### config.mk
export PLATFORM = sky130hd
export DESIGN_NAME = uart_mmio
export DESIGN_NICKNAME = d
export VERILOG_FILES = /design/src/rtl/uart_pkg.sv /design/src/rtl/uart_rx_core.sv /design/src/rtl/uart_mmio.sv
export SDC_FILE = /design/constraint.sdc
export NUM_CORES = 1
export LEC_CHECK = 0
export ABC_AREA = 1
export CAP_MARGIN = 5
export CORE_UTILIZATION = 50
export DETAILED_ROUTE_END_ITERATION = 12
export HOLD_SLACK_MARGIN = 0.1
export PLACE_DENSITY = 0.76
export SLEW_MARGIN = 5
export SYNTH_ARGS = -nofsm -noshare
export SYNTH_HDL_FRONTEND = slang
export SYNTH_SLANG_ARGS = --single-unit
### constraint.sdc
create_clock -name clk -period 3.3 [get_ports clk]
set_input_delay 0.495 -clock clk [delete_from_list [all_inputs] [get_ports clk]]
set_output_delay 0.495 -clock clk [all_outputs]
set_load 0.005 [all_outputs]
### src/rtl/uart_pkg.sv
// Shared definitions for the memory-mapped UART: bus addresses, CON bit positions,
// the state type used by both serial FSMs, and the address decode helper.
package uart_pkg;

    localparam logic [31:0] UART_TXD_ADDR = 32'h4000_0018;
    localparam logic [31:0] UART_RXD_ADDR = 32'h4000_001C;
    localparam logic [31:0] UART_CON_ADDR = 32'h4000_0020;

    localparam int unsigned CON_TXBUSY  = 3;
    localparam int unsigned CON_RXVALID = 4;
    localparam int unsigned CON_OVR     = 5;

    typedef enum logic [1:0] {
        IDLE,
        START,
        DATA,
        STOP
    } uart_state_e;

    // Registers are word-aligned, so the byte offset bits never take part in the match.
    function automatic logic addr_hit(input logic [31:0] addr, input logic [31:0] base);
        return (addr & 32'hFFFF_FFFC) == base;
    endfunction

endpackage

### src/rtl/uart_rx_core.sv
// 8N1 receiver: two-flop synchronizer, mid-bit sampling FSM and shift register.
// byte_done pulses for one cycle when a frame with a valid stop bit completes.
module uart_rx_core
    import uart_pkg::*;
#(
    parameter int unsigned BAUD_DIV = 10417
) (
    input  logic       clk,
    input  logic       reset,
    input  logic       in,
    output logic       byte_done,
    output logic [7:0] byte_data
);

    localparam logic [15:0] HALF   = 16'(BAUD_DIV / 2);
    localparam logic [15:0] RELOAD = 16'(BAUD_DIV - 1);

    logic [1:0]  sync;
    logic        rxs;
    uart_state_e state, state_nx;
    logic [15:0] cnt, cnt_nx;
    logic [2:0]  bit_cnt, bit_cnt_nx;
    logic [7:0]  shreg, shreg_nx;

    assign rxs       = sync[1];
    assign byte_data = shreg;

    always_ff @(posedge clk or posedge reset) begin
        if (reset) begin
            sync    <= '1;
            state   <= IDLE;
            cnt     <= '0;
            bit_cnt <= '0;
            shreg   <= '0;
        end else begin
            sync    <= {sync[0], in};
            state   <= state_nx;
            cnt     <= cnt_nx;
            bit_cnt <= bit_cnt_nx;
            shreg   <= shreg_nx;
        end
    end

    always_comb begin
        state_nx   = state;
        cnt_nx     = cnt;
        bit_cnt_nx = bit_cnt;
        shreg_nx   = shreg;
        byte_done  = 1'b0;
        unique case (state)
            IDLE: begin
                // Falling edge of rxs is seen one cycle early by looking at the flop feeding it.
                if (sync[1] && !sync[0]) begin
                    state_nx = START;
                    cnt_nx   = HALF;
                end
            end
            START: begin
                if (cnt == 16'd0) begin
                    if (rxs) begin
                        state_nx = IDLE;
                    end else begin
                        state_nx   = DATA;
                        cnt_nx     = RELOAD;
                        bit_cnt_nx = '0;
                    end
                end else begin
                    cnt_nx = cnt - 16'd1;
                end
            end
            DATA: begin
                if (cnt == 16'd0) begin
                    shreg_nx   = {rxs, shreg[7:1]};
                    cnt_nx     = RELOAD;
                    bit_cnt_nx = bit_cnt + 3'd1;
                    if (bit_cnt == 3'd7) begin
                        state_nx = STOP;
                    end
                end else begin
                    cnt_nx = cnt - 16'd1;
                end
            end
            STOP: begin
                if (cnt == 16'd0) begin
                    state_nx  = IDLE;
                    byte_done = rxs;
                end else begin
                    cnt_nx = cnt - 16'd1;
                end
            end
            default: state_nx = IDLE;
        endcase
    end

endmodule

### src/rtl/uart_mmio.sv
// Memory-mapped 8N1 UART slave: TXD/RXD/CON registers, transmit FSM and receive flags.
// rdata is zero unless this slave is read, so it can be OR-ed with the other slaves.
module uart_mmio
    import uart_pkg::*;
#(
    parameter int unsigned BAUD_DIV = 10417
) (
    input  logic        clk,
    input  logic        reset,
    input  logic        rd,
    input  logic        wr,
    input  logic [31:0] addr,
    input  logic [31:0] wdata,
    output logic [31:0] rdata,
    input  logic        in,
    output logic        out
);

    localparam logic [15:0] RELOAD = 16'(BAUD_DIV - 1);

    logic        hit_txd, hit_rxd, hit_con;
    logic        rd_rxd, rd_con;

    uart_state_e tx_state, tx_state_nx;
    logic [15:0] tx_cnt, tx_cnt_nx;
    logic [2:0]  tx_bit, tx_bit_nx;
    logic [7:0]  tx_byte, tx_byte_nx;
    logic        tx_out, tx_out_nx;
    logic        tx_busy;

    logic        rx_done;
    logic [7:0]  rx_byte;
    logic [7:0]  rx_data;
    logic        rx_valid;
    logic        ovr;

    logic        unused_wdata;
    assign unused_wdata = ^wdata[31:8];

    assign hit_txd = addr_hit(addr, UART_TXD_ADDR);
    assign hit_rxd = addr_hit(addr, UART_RXD_ADDR);
    assign hit_con = addr_hit(addr, UART_CON_ADDR);
    assign rd_rxd  = rd && hit_rxd;
    assign rd_con  = rd && hit_con;
    assign tx_busy = (tx_state != IDLE);
    assign out     = tx_out;

    uart_rx_core #(
        .BAUD_DIV(BAUD_DIV)
    ) u_rx (
        .clk      (clk),
        .reset    (reset),
        .in       (in),
        .byte_done(rx_done),
        .byte_data(rx_byte)
    );

    always_ff @(posedge clk or posedge reset) begin
        if (reset) begin
            tx_state <= IDLE;
            tx_cnt   <= '0;
            tx_bit   <= '0;
            tx_byte  <= '0;
            tx_out   <= 1'b1;
        end else begin
            tx_state <= tx_state_nx;
            tx_cnt   <= tx_cnt_nx;
            tx_bit   <= tx_bit_nx;
            tx_byte  <= tx_byte_nx;
            tx_out   <= tx_out_nx;
        end
    end

    // The line level is registered alongside the state so the serial output never glitches.
    always_comb begin
        tx_state_nx = tx_state;
        tx_cnt_nx   = tx_cnt;
        tx_bit_nx   = tx_bit;
        tx_byte_nx  = tx_byte;
        tx_out_nx   = tx_out;
        unique case (tx_state)
            IDLE: begin
                tx_out_nx = 1'b1;
                if (wr && hit_txd) begin
                    tx_byte_nx  = wdata[7:0];
                    tx_state_nx = START;
                    tx_cnt_nx   = RELOAD;
                    tx_out_nx   = 1'b0;
                end
            end
            START: begin
                if (tx_cnt == 16'd0) begin
                    tx_state_nx = DATA;
                    tx_cnt_nx   = RELOAD;
                    tx_out_nx   = tx_byte[tx_bit];
                end else begin
                    tx_cnt_nx = tx_cnt - 16'd1;
                end
            end
            DATA: begin
                if (tx_cnt == 16'd0) begin
                    tx_cnt_nx = RELOAD;
                    tx_bit_nx = tx_bit + 3'd1;
                    if (tx_bit == 3'd7) begin
                        tx_state_nx = STOP;
                        tx_out_nx   = 1'b1;
                    end else begin
                        tx_out_nx = tx_byte[tx_bit_nx];
                    end
                end else begin
                    tx_cnt_nx = tx_cnt - 16'd1;
                end
            end
            STOP: begin
                tx_out_nx = 1'b1;
                if (tx_cnt == 16'd0) begin
                    tx_state_nx = IDLE;
                end else begin
                    tx_cnt_nx = tx_cnt - 16'd1;
                end
            end
            default: tx_state_nx = IDLE;
        endcase
    end

    // A completing byte beats a same-edge RXD read (valid stays set, no overrun)
    // and a same-edge CON read (overrun set wins over clear).
    always_ff @(posedge clk or posedge reset) begin
        if (reset) begin
            rx_data  <= '0;
            rx_valid <= 1'b0;
            ovr      <= 1'b0;
        end else if (rx_done) begin
            rx_data  <= rx_byte;
            rx_valid <= 1'b1;
            if (rx_valid && !rd_rxd) begin
                ovr <= 1'b1;
            end else if (rd_con) begin
                ovr <= 1'b0;
            end
        end else begin
            if (rd_rxd) begin
                rx_valid <= 1'b0;
            end
            if (rd_con) begin
                ovr <= 1'b0;
            end
        end
    end

    always_comb begin
        rdata = '0;
        if (rd) begin
            if (hit_txd) begin
                rdata[7:0] = tx_byte;
            end else if (hit_rxd) begin
                rdata[7:0] = rx_data;
            end else if (hit_con) begin
                rdata[CON_TXBUSY]  = tx_busy;
                rdata[CON_RXVALID] = rx_valid;
                rdata[CON_OVR]     = ovr;
            end
        end
    end

endmodule

# == Word-level counts from Yosys, hierarchy flattened ==
# Cells that the tools add are included.
# word_totals
ff_bits,71
latchBits,0
ramBits,0
romBits,0
inputBits,69
output_inout_bits,33
mem_count,0
# op_classes
n_addsub,4
n_mul,0
div,0
n_lt_le_gt_ge,2
eq_ne,25
shifts,0
n_mux,49
bitwise_logic,0
reduce_logical,24
# op_table
cell,count
$mux 16,8
$eq 30x29->1 const B,3
$pmux 16 s4,1
$pmux 16 s3,1
$logic_not 16->1,2
$sub 16x1->16 const B,2
$mux 2,12
$mux 3,6
$mux 8,2
$ne 2x2->1 const B,8
$pmux 2 s4,2
$mux 1,13
$ne 2x1->1 const B,5
$reduce_and 2->1,5
$reduce_and 5->1,2
$eq 2x2->1 const B,4
$lt 3x4->1 const B,2
$add 3x1->3 const B,2
$bmux 1 s3,2
$eq 3x3->1 const B,2
$pmux 3 s2,1
$reduce_bool 2->1,3
$logic_and 1x1->1,5
$eq 2x1->1 const B,2
other kinds (7),9

# == Depth between registers and ports, before layout ==
# Gate-level depths: netlist (run 1).
# depth
word_depth,6
mapped_depth,13
mapped_depth_nobuf,12

# == Cells and area by module ==
# Synthesis (run 1) repeated with hierarchy kept, for this count alone.
# hier_totals
hier_cells,737
area_unflattened_um2,5116.2
# by_module_without_submodules
module,n_inst,cells_per_inst,area_per_inst_um2
uart_mmio,1,493,3200.6
uart_rx_core,1,244,1915.6

# == Worst setup path before layout (run 1) ==
# No wires, ideal clock.
# synth_timing
path_kind,input port to output port
start,input addr[21]
end,output rdata[0]
arrival_time_ns,1.452
t_required_ns,2.805
setup_slack_ns,1.353
stages,8
path_buffers,1
path_cell_list,nor2_1 > nand4_1 > nor2_4 > nand3_1 > nor2_4 > buf_4 > nand3_1 > nand2_1
# synth_via
elab_chain_len,4
word_cells_on_any_way,5
# synth_lines
element,line,source
"start, declared",uart_mmio.sv:12,"input logic [31:0] addr,"
$eq 30x29->1,uart_pkg.sv:22,return (addr & 32'hFFFF_FFFC) == base;
$mux 3,uart_mmio.sv:156,end else if (hit_rxd) begin
$mux 8 *,uart_mmio.sv:154,if (hit_txd) begin
$mux 8 *,uart_mmio.sv:153,if (rd) begin
"end, declared",uart_mmio.sv:14,"output logic [31:0] rdata,"
# Every way passes the cells marked *; elsewhere a longest branch is shown, timed or not.

# == Worst setup path in the final report (run 1) ==
# layout_timing
start,input addr[7]
end,output rdata[2]
# Same word-level chain as after synthesis.

==> flow_summary.yaml, run 1 <==
synthesis:
  synth_commonest_cells: "227 x nand2_1, 87 x inv_1, 80 x nor2_1"
  yosysUniqueCellTypes: 36
  yosys.area_share.simple_pct: 36.6
  synthMuxAreaShare_pct: 0
  avgSynthCellArea_um2: 6.92
  synthAdderAreaFrac_pct: 3.77
  synth_top_family_by_area: "simple AND/OR/NAND/NOR gates"
  synth_area_leaders: "dfrtp_1 34%, nand2_1 17%, inv_1 6.6%, nand3_1 6.3%, nor2_1 6.0%"
  yosysMostFrequentCell: "nand2_1"
  ys_warn_count: 0
  synth_edf_count: 0
  synth_top_area_share_pct: 34.2
  synthArstFlopShare_pct: 100
  syn_area_um2: 4980
  synth-seq-cells: 71
  synth_top_cell_by_area: "dfrtp_1"
  synth_compound_area_share_pct: 8.95
  synthFlopType: "dfrtp_1"
  synth_cells: 719
  synth-xor-area-share_pct: 2.46
  yosysSeqAreaShare_pct: 35.8
floorplan:
  die-area_um2: 10400
  std_cell_rows: 36
  fp.dieH_um: 102
  die_w_um: 102
  start_util_pct: 51.1
  io_pins: 102
  core_area_um2: 9730
clocking:
  cts_buffers: 9
  tritoncts: "built"
  numClockSinks: 71
  cts_root_buffer: "clkbuf_8"
  clock_path_buffers: 2
  hold_buffers: 0
  cts.repair.resized: 0
  cts_setup_buffers: 0
  worstSkewPairLatency_ps: 350
  clk_pin_slew_worst_paths_ps: 90
  htree_levels: 3
finish:
  n_antenna_cell: 0
  drive_above_1_share_pct: 6.72
  final_area_um2: 5700
  final_cells: 907
  syn_to_final_growth_pct: 14.6
  nets: 853
sta:
  relSlewSlack_pct: 54.5
  timing.final.crit_share_pct: 92.7
  max_slew.worst_pin.slew_ps: 681
  setup-tns-final_ps: 0
  drv_slew: 0
  finalSetupViolCount: 0
  rsz0062_at_grt: "false"
  hold_slack_ps: 365
  final.setup_skew_ps: 9.75
  hold_violations: 0
  fmax_mhz: 327
  period_minus_slack_ps: 3060
pwr:
  internal_power_mw: 1.62
  netSwitchingFraction_pct: 38.9
  powerDensity_nw_per_um2: 466
  power.leakage_nw: 2.83
  ir_worst_vdd_v: 0.000309
  p_seq_share_pct: 39.1
  power_frac_comb_pct: 34.0
  p_switching_mw: 1.03
  p_total_mw: 2.66
  power_frac_clock_pct: 27.0
routing:
  post_drt_wl_per_cell_um: 12.1
  finalWirelength_um: 11000
  via_per_inst: 5.02
  drc_errors: 0
  drtAntennaViolNets: 0
  vias: 4552
  drt-pass1-iter-count: 5
  drtIter0Drc: 186
critical_path:
  arrival_ps: 2570
  start_kind: "input pin"
  cp_max_fo: 9
  end_kind: "output port"
  critical_path_class: "input pin to output port"
  cp.required_ps: 2800
global_route:
  use_met2_pct: 42.6
  met1_usage_pct: 28.8
  busiest_layer: "met2"
  grtUsageMet3_pct: 3.59
  grt_pass1_vias: 4419
  track_usage_pct: 23.6
  grt_antenna_before_repair: 0
  grt_pass1_wl_um: 19400
  overflow: 0
  grt_max_degree: 43
placed_design:
  io_buffers: 51
  dp_hpwl_um: 8280
  post-place-cells: 891
  placed_area_um2: 5500
  gp_congestion: 0.891
worst_hold_path:
  hp-class: "flop to flop"
status:
  outcome: "finished, final reports clean"
job:
  drv_cap: 0
==> metal layers <==
| layer | share of wire (%) | up-vias |
|---|---|---|
| li1 | - | 2331 |
| met1 | 46 | 2111 |
| met4 | 1.4 | 0 |
| met3 | 3.4 | 15 |
| met2 | 50 | 95 |
| met5 | 0 | - |
==> registers in the layout, indices dropped and copies added, names as in the netlist, named ones only <==
name / count
out: 1
ovr: 1
rx_data: 8
rx_valid: 1
tx_bit: 3
tx_byte: 8
tx_cnt: 16
tx_state: 2
u_rx.bit_cnt: 3
u_rx.byte_data: 8
u_rx.cnt: 16
u_rx.state: 1
u_rx.sync: 2
==> area by class of cell <==
type | count | area, um2
tap | 133 | 166
sequential | 71 | 1780
inverter | 90 | 338
clock buffer | 9 | 124
multi-input combinational | 543 | 2670
timing repair buffer | 54 | 546
fill | 931 | 4030
clock inverter | 7 | 81.3
==> through the flow <==
stage	worst slack [ps]	utilization, %
after floorplan	1010	-
after global placement	266	56.5
after detailed placement	260	56.5
after CTS	252	58.6
after global routing	70.9	58.6
final	240	58.6
==> final timing paths <==
path	end	slack (ps)	depth (start not counted)	start
hold / removal	u_rx.sync[1]	360	0	u_rx.sync[0]
min in group asynchronous	u_rx.cnt[8]	570	2	reset
setup reg to reg	u_rx.cnt[12]	1250	11	u_rx.cnt[0]
setup / recovery	rdata[2]	240	10	addr[7]
max in group asynchronous	out	2020	3	reset
hold reg to reg	u_rx.sync[1]	360	0	u_rx.sync[0]
==> worst max-delay path: stages <==
cell and delay (ps):
clkdlybuf4s50_1 410, nor2_1 160, and2_1 170, nand2_1 50, nor2_1 130, inv_1 100, nor2_2 290, nand3_1 150
nand2_1 110, clkdlybuf4s50_1 500
==> cells by family after synthesis <==
logic type,count (synthesis)
AND/OR/NAND/NOR,414
buffers and inverters,128
AO/OA/AOI/OAI,76
flip-flops,71
adder cells (fa/ha/maj),15
XOR/XNOR,14
other,1
==> layout by cell type (no fill, tap or decap), types with 15 or more instances in the layout <==
| cell | Yosys | routed |
|---|---|---|
| o21ai_0 | 38 | 38 |
| conb_1 | 1 | 24 |
| inv_1 | 87 | 86 |
| nand4_1 | 18 | 18 |
| nor2_1 | 80 | 80 |
| dfrtp_1 | 68 | 68 |
| nand2_1 | 227 | 227 |
| nand3_1 | 63 | 63 |
| ha_1 | 15 | 15 |
| clkdlybuf4s50_1 | 0 | 51 |
==> power groups by stage <==
stage / registers [mW] / logic, mW / clock network (mW)
floorplan: 1.03 / 0.723 / 0
global placement: 1.05 / 0.856 / 0
detailed placement: 1.05 / 0.890 / 0
CTS: 1.04 / 0.904 / 0.739
global route: 1.05 / 1.05 / 0.773
finish: 1.04 / 0.903 / 0.717
Note: power is estimated with default switching activity, not from simulation.
==> run 2: changes to the inputs <==
ABC_AREA = default   (was 1)
DONT_BUFFER_PORTS = 1   (was default)
PLACE_DENSITY = 0.63   (was 0.76)
REMOVE_ABC_BUFFERS = 1   (was default)
==> flow_summary.yaml, run 2 <==
critical_path:
  max_stage_delay_ps: 450
  path_cells: "inv_1 -> ha_1 -> nor3b_1 -> and4_1 -> and3_1 -> or2_1 -> o21ai_0"
  cp_max_fo: 9
  end_kind: "flop"
  r2r_setup_slack_ps: 670
  ff2ff_path_depth: 7
  critPathBufInv: 1
  crit_slowest_cell: "nor3b_1"
  reg2reg_from: "tx_cnt[0]"
  critPathTopFamily: "simple AND/OR/NAND/NOR gates"
  worstReg2RegEnd: "tx_cnt[13]"
  cp.required_ps: 3510
  arrival_ps: 2850
  critical_path_class: "flop to flop"
  start_kind: "flop"
clocking:
  htree_levels: 3
  worstSkewPairLatency_ps: 350
  cts_setup_buffers: 0
  cts_root_buffer: "clkbuf_8"
  clk_pin_slew_worst_paths_ps: 90
  numClockSinks: 71
  cts_buffers: 9
  clock_path_buffers: 2
  tritoncts: "built"
sta:
  fmax_mhz: 380
  relSlewSlack_pct: 40.4
  period_minus_slack_ps: 2630
  timing.final.crit_share_pct: 79.8
  max_slew.worst_pin.slew_ps: 895
  hold_violations: 0
  rsz0062_at_grt: "false"
  final.setup_skew_ps: 12.2
  drv_slew: 0
  setup-tns-final_ps: 0
  fin_ws_ps: 666
  finalSetupViolCount: 0
finish:
  nets: 530
  n_antenna_cell: 0
  drive_above_1_share_pct: 18.8
  top_regs: "tx_cnt (16), u_rx.cnt (16)"
  final_common_cell: "dfrtp_1"
  final_cells: 559
  syn_to_final_growth_pct: 4.65
  final_cell_mix: "68 x dfrtp_1, 32 x nor2_1, 30 x o21ai_0, 30 x mux2_2, 25 x a21oi_1"
global_route:
  grt_pass1_wl_um: 15600
  grt_pass1_vias: 3206
  grt_antenna_before_repair: 0
  track_usage_pct: 20.2
  overflow: 0
  grt_max_degree: 72
placed_design:
  dp_hpwl_um: 6590
  io_buffers: 0
  gp_congestion: 0.879
  post-place-cells: 542
  preCtsSetupSlack_ps: 756
routing:
  drtIter0Drc: 174
  post_drt_wl_per_cell_um: 16.3
  drc_errors: 0
  drt-pass1-iter-count: 4
  via_per_inst: 6.11
  vias: 3415
  drtAntennaViolNets: 0
  finalWirelength_um: 9090
floorplan:
  start_util_pct: 51.5
  die-area_um2: 9370
  die_w_um: 96.8
  fp.dieH_um: 96.8
  std_cell_rows: 34
  io_pins: 102
  core_area_um2: 8720
worst_hold_path:
  hp-class: "input pin to asynchronous set/reset pin"
synthesis:
  synth_cells: 444
  synth_top_cell_by_area: "dfrtp_1"
  synthFlopType: "dfrtp_1"
  yosysMostFrequentCell: "dfrtp_1"
  ys_warn_count: 0
  avgSynthCellArea_um2: 10.1
  yosysUniqueCellTypes: 76
  synthArstFlopShare_pct: 100
  synth_area_leaders: "dfrtp_1 38%, mux2_2 7.5%, ha_1 4.2%, buf_4 4.0%, o21ai_0 3.3%"
  synth-seq-cells: 71
  syn_area_um2: 4500
  synth_edf_count: 0
  synth_top_area_share_pct: 37.9
  yosysSeqAreaShare_pct: 39.6
  synth_commonest_cells: "68 x dfrtp_1, 32 x nor2_1, 30 x mux2_2, 30 x o21ai_0, 25 x a21oi_1"
pwr:
  p_total_mw: 2.60
  power.leakage_nw: 2.00
  ir_worst_vdd_v: 0.000449
  powerDensity_nw_per_um2: 552
status:
  outcome: "finished, final reports clean"
job:
  drv_cap: 0
[run 2: area by class of cell]
| class | instances | area (um2) |
|---|---|---|
| fillers | 791 | 4020 |
| multi-input cells | 337 | 2480 |
| flip-flops and latches | 71 | 1780 |
| well taps | 108 | 135 |
| clock buffers | 9 | 124 |
| inverters | 23 | 86.3 |
| clock inverters | 7 | 68.8 |
| repair buffers | 4 | 32.5 |
[run 2: kinds of logic after synthesis]
group                      after synthesis  synth area share [%]
AOI/OAI and AO/OA                      122                  19.5
xor gates and xnor gates                 2                 0.390
adders and majority gates               15                  4.17
buffers and inverters                   59                  7.21
DFF                                     71                  39.6
muxes                                   37                  9.91
other                                    1                0.0834
and+or+nand+nor                        137                  19.2
[run 2: per-stage QoR]
stage	hold slack (ps)	util, %	instance area [um2]
after floorplan	352	-	4340
after global placement	356	51.6	4500
after detailed placement	358	51.6	4500
after CTS	102	53.8	4690
after global routing	275	53.9	4700
final	271	53.9	4700
[run 2: worst register-to-register path: cells and delay by family (launching register included)]
family	cells	cell delay, ps
adders and majority gates	1	170
AOI/OAI and AO/OA	1	170
and+or+nand+nor	4	1680
DFF	1	420
buffers and inverters	1	70
[run 2: routing by layer]
metal,global-route usage [%],part of all wire (%)
met1,27.4,47
met2,32.4,48
met3,4.34,4.4
met4,6.31,1.2
met5,0,0
[run 2: how the worst max path moves through the flow]
stage                     cells past startpoint         end      start  slack [ps]
after floorplan                               5    rdata[3]    addr[7]         920
after global placement                        7  tx_cnt[13]  tx_cnt[0]         790
after detailed placement                      7  tx_cnt[13]  tx_cnt[0]         760
after CTS                                     7  tx_cnt[13]  tx_cnt[0]         740
after global routing                          7  tx_cnt[13]  tx_cnt[0]         470
final                                         7  tx_cnt[13]  tx_cnt[0]         670
[run 2: timing repair]
item / in CTS / in global routing
endpoints found under the setup margin: 0 / 0
resized for setup: 0 / 0
hold endpoints to repair: 0 / 1
hold buffers: 0 / 1
[run 2: power by group]
| part | leakage (nW) | switching [mW] | internal (mW) | total, mW |
|---|---|---|---|---|
| combinational | 0.992 | 0.518 | 0.308 | 0.826 |
| sequential | 0.908 | 0.122 | 0.963 | 1.08 |
| clock | 0.101 | 0.388 | 0.299 | 0.687 |
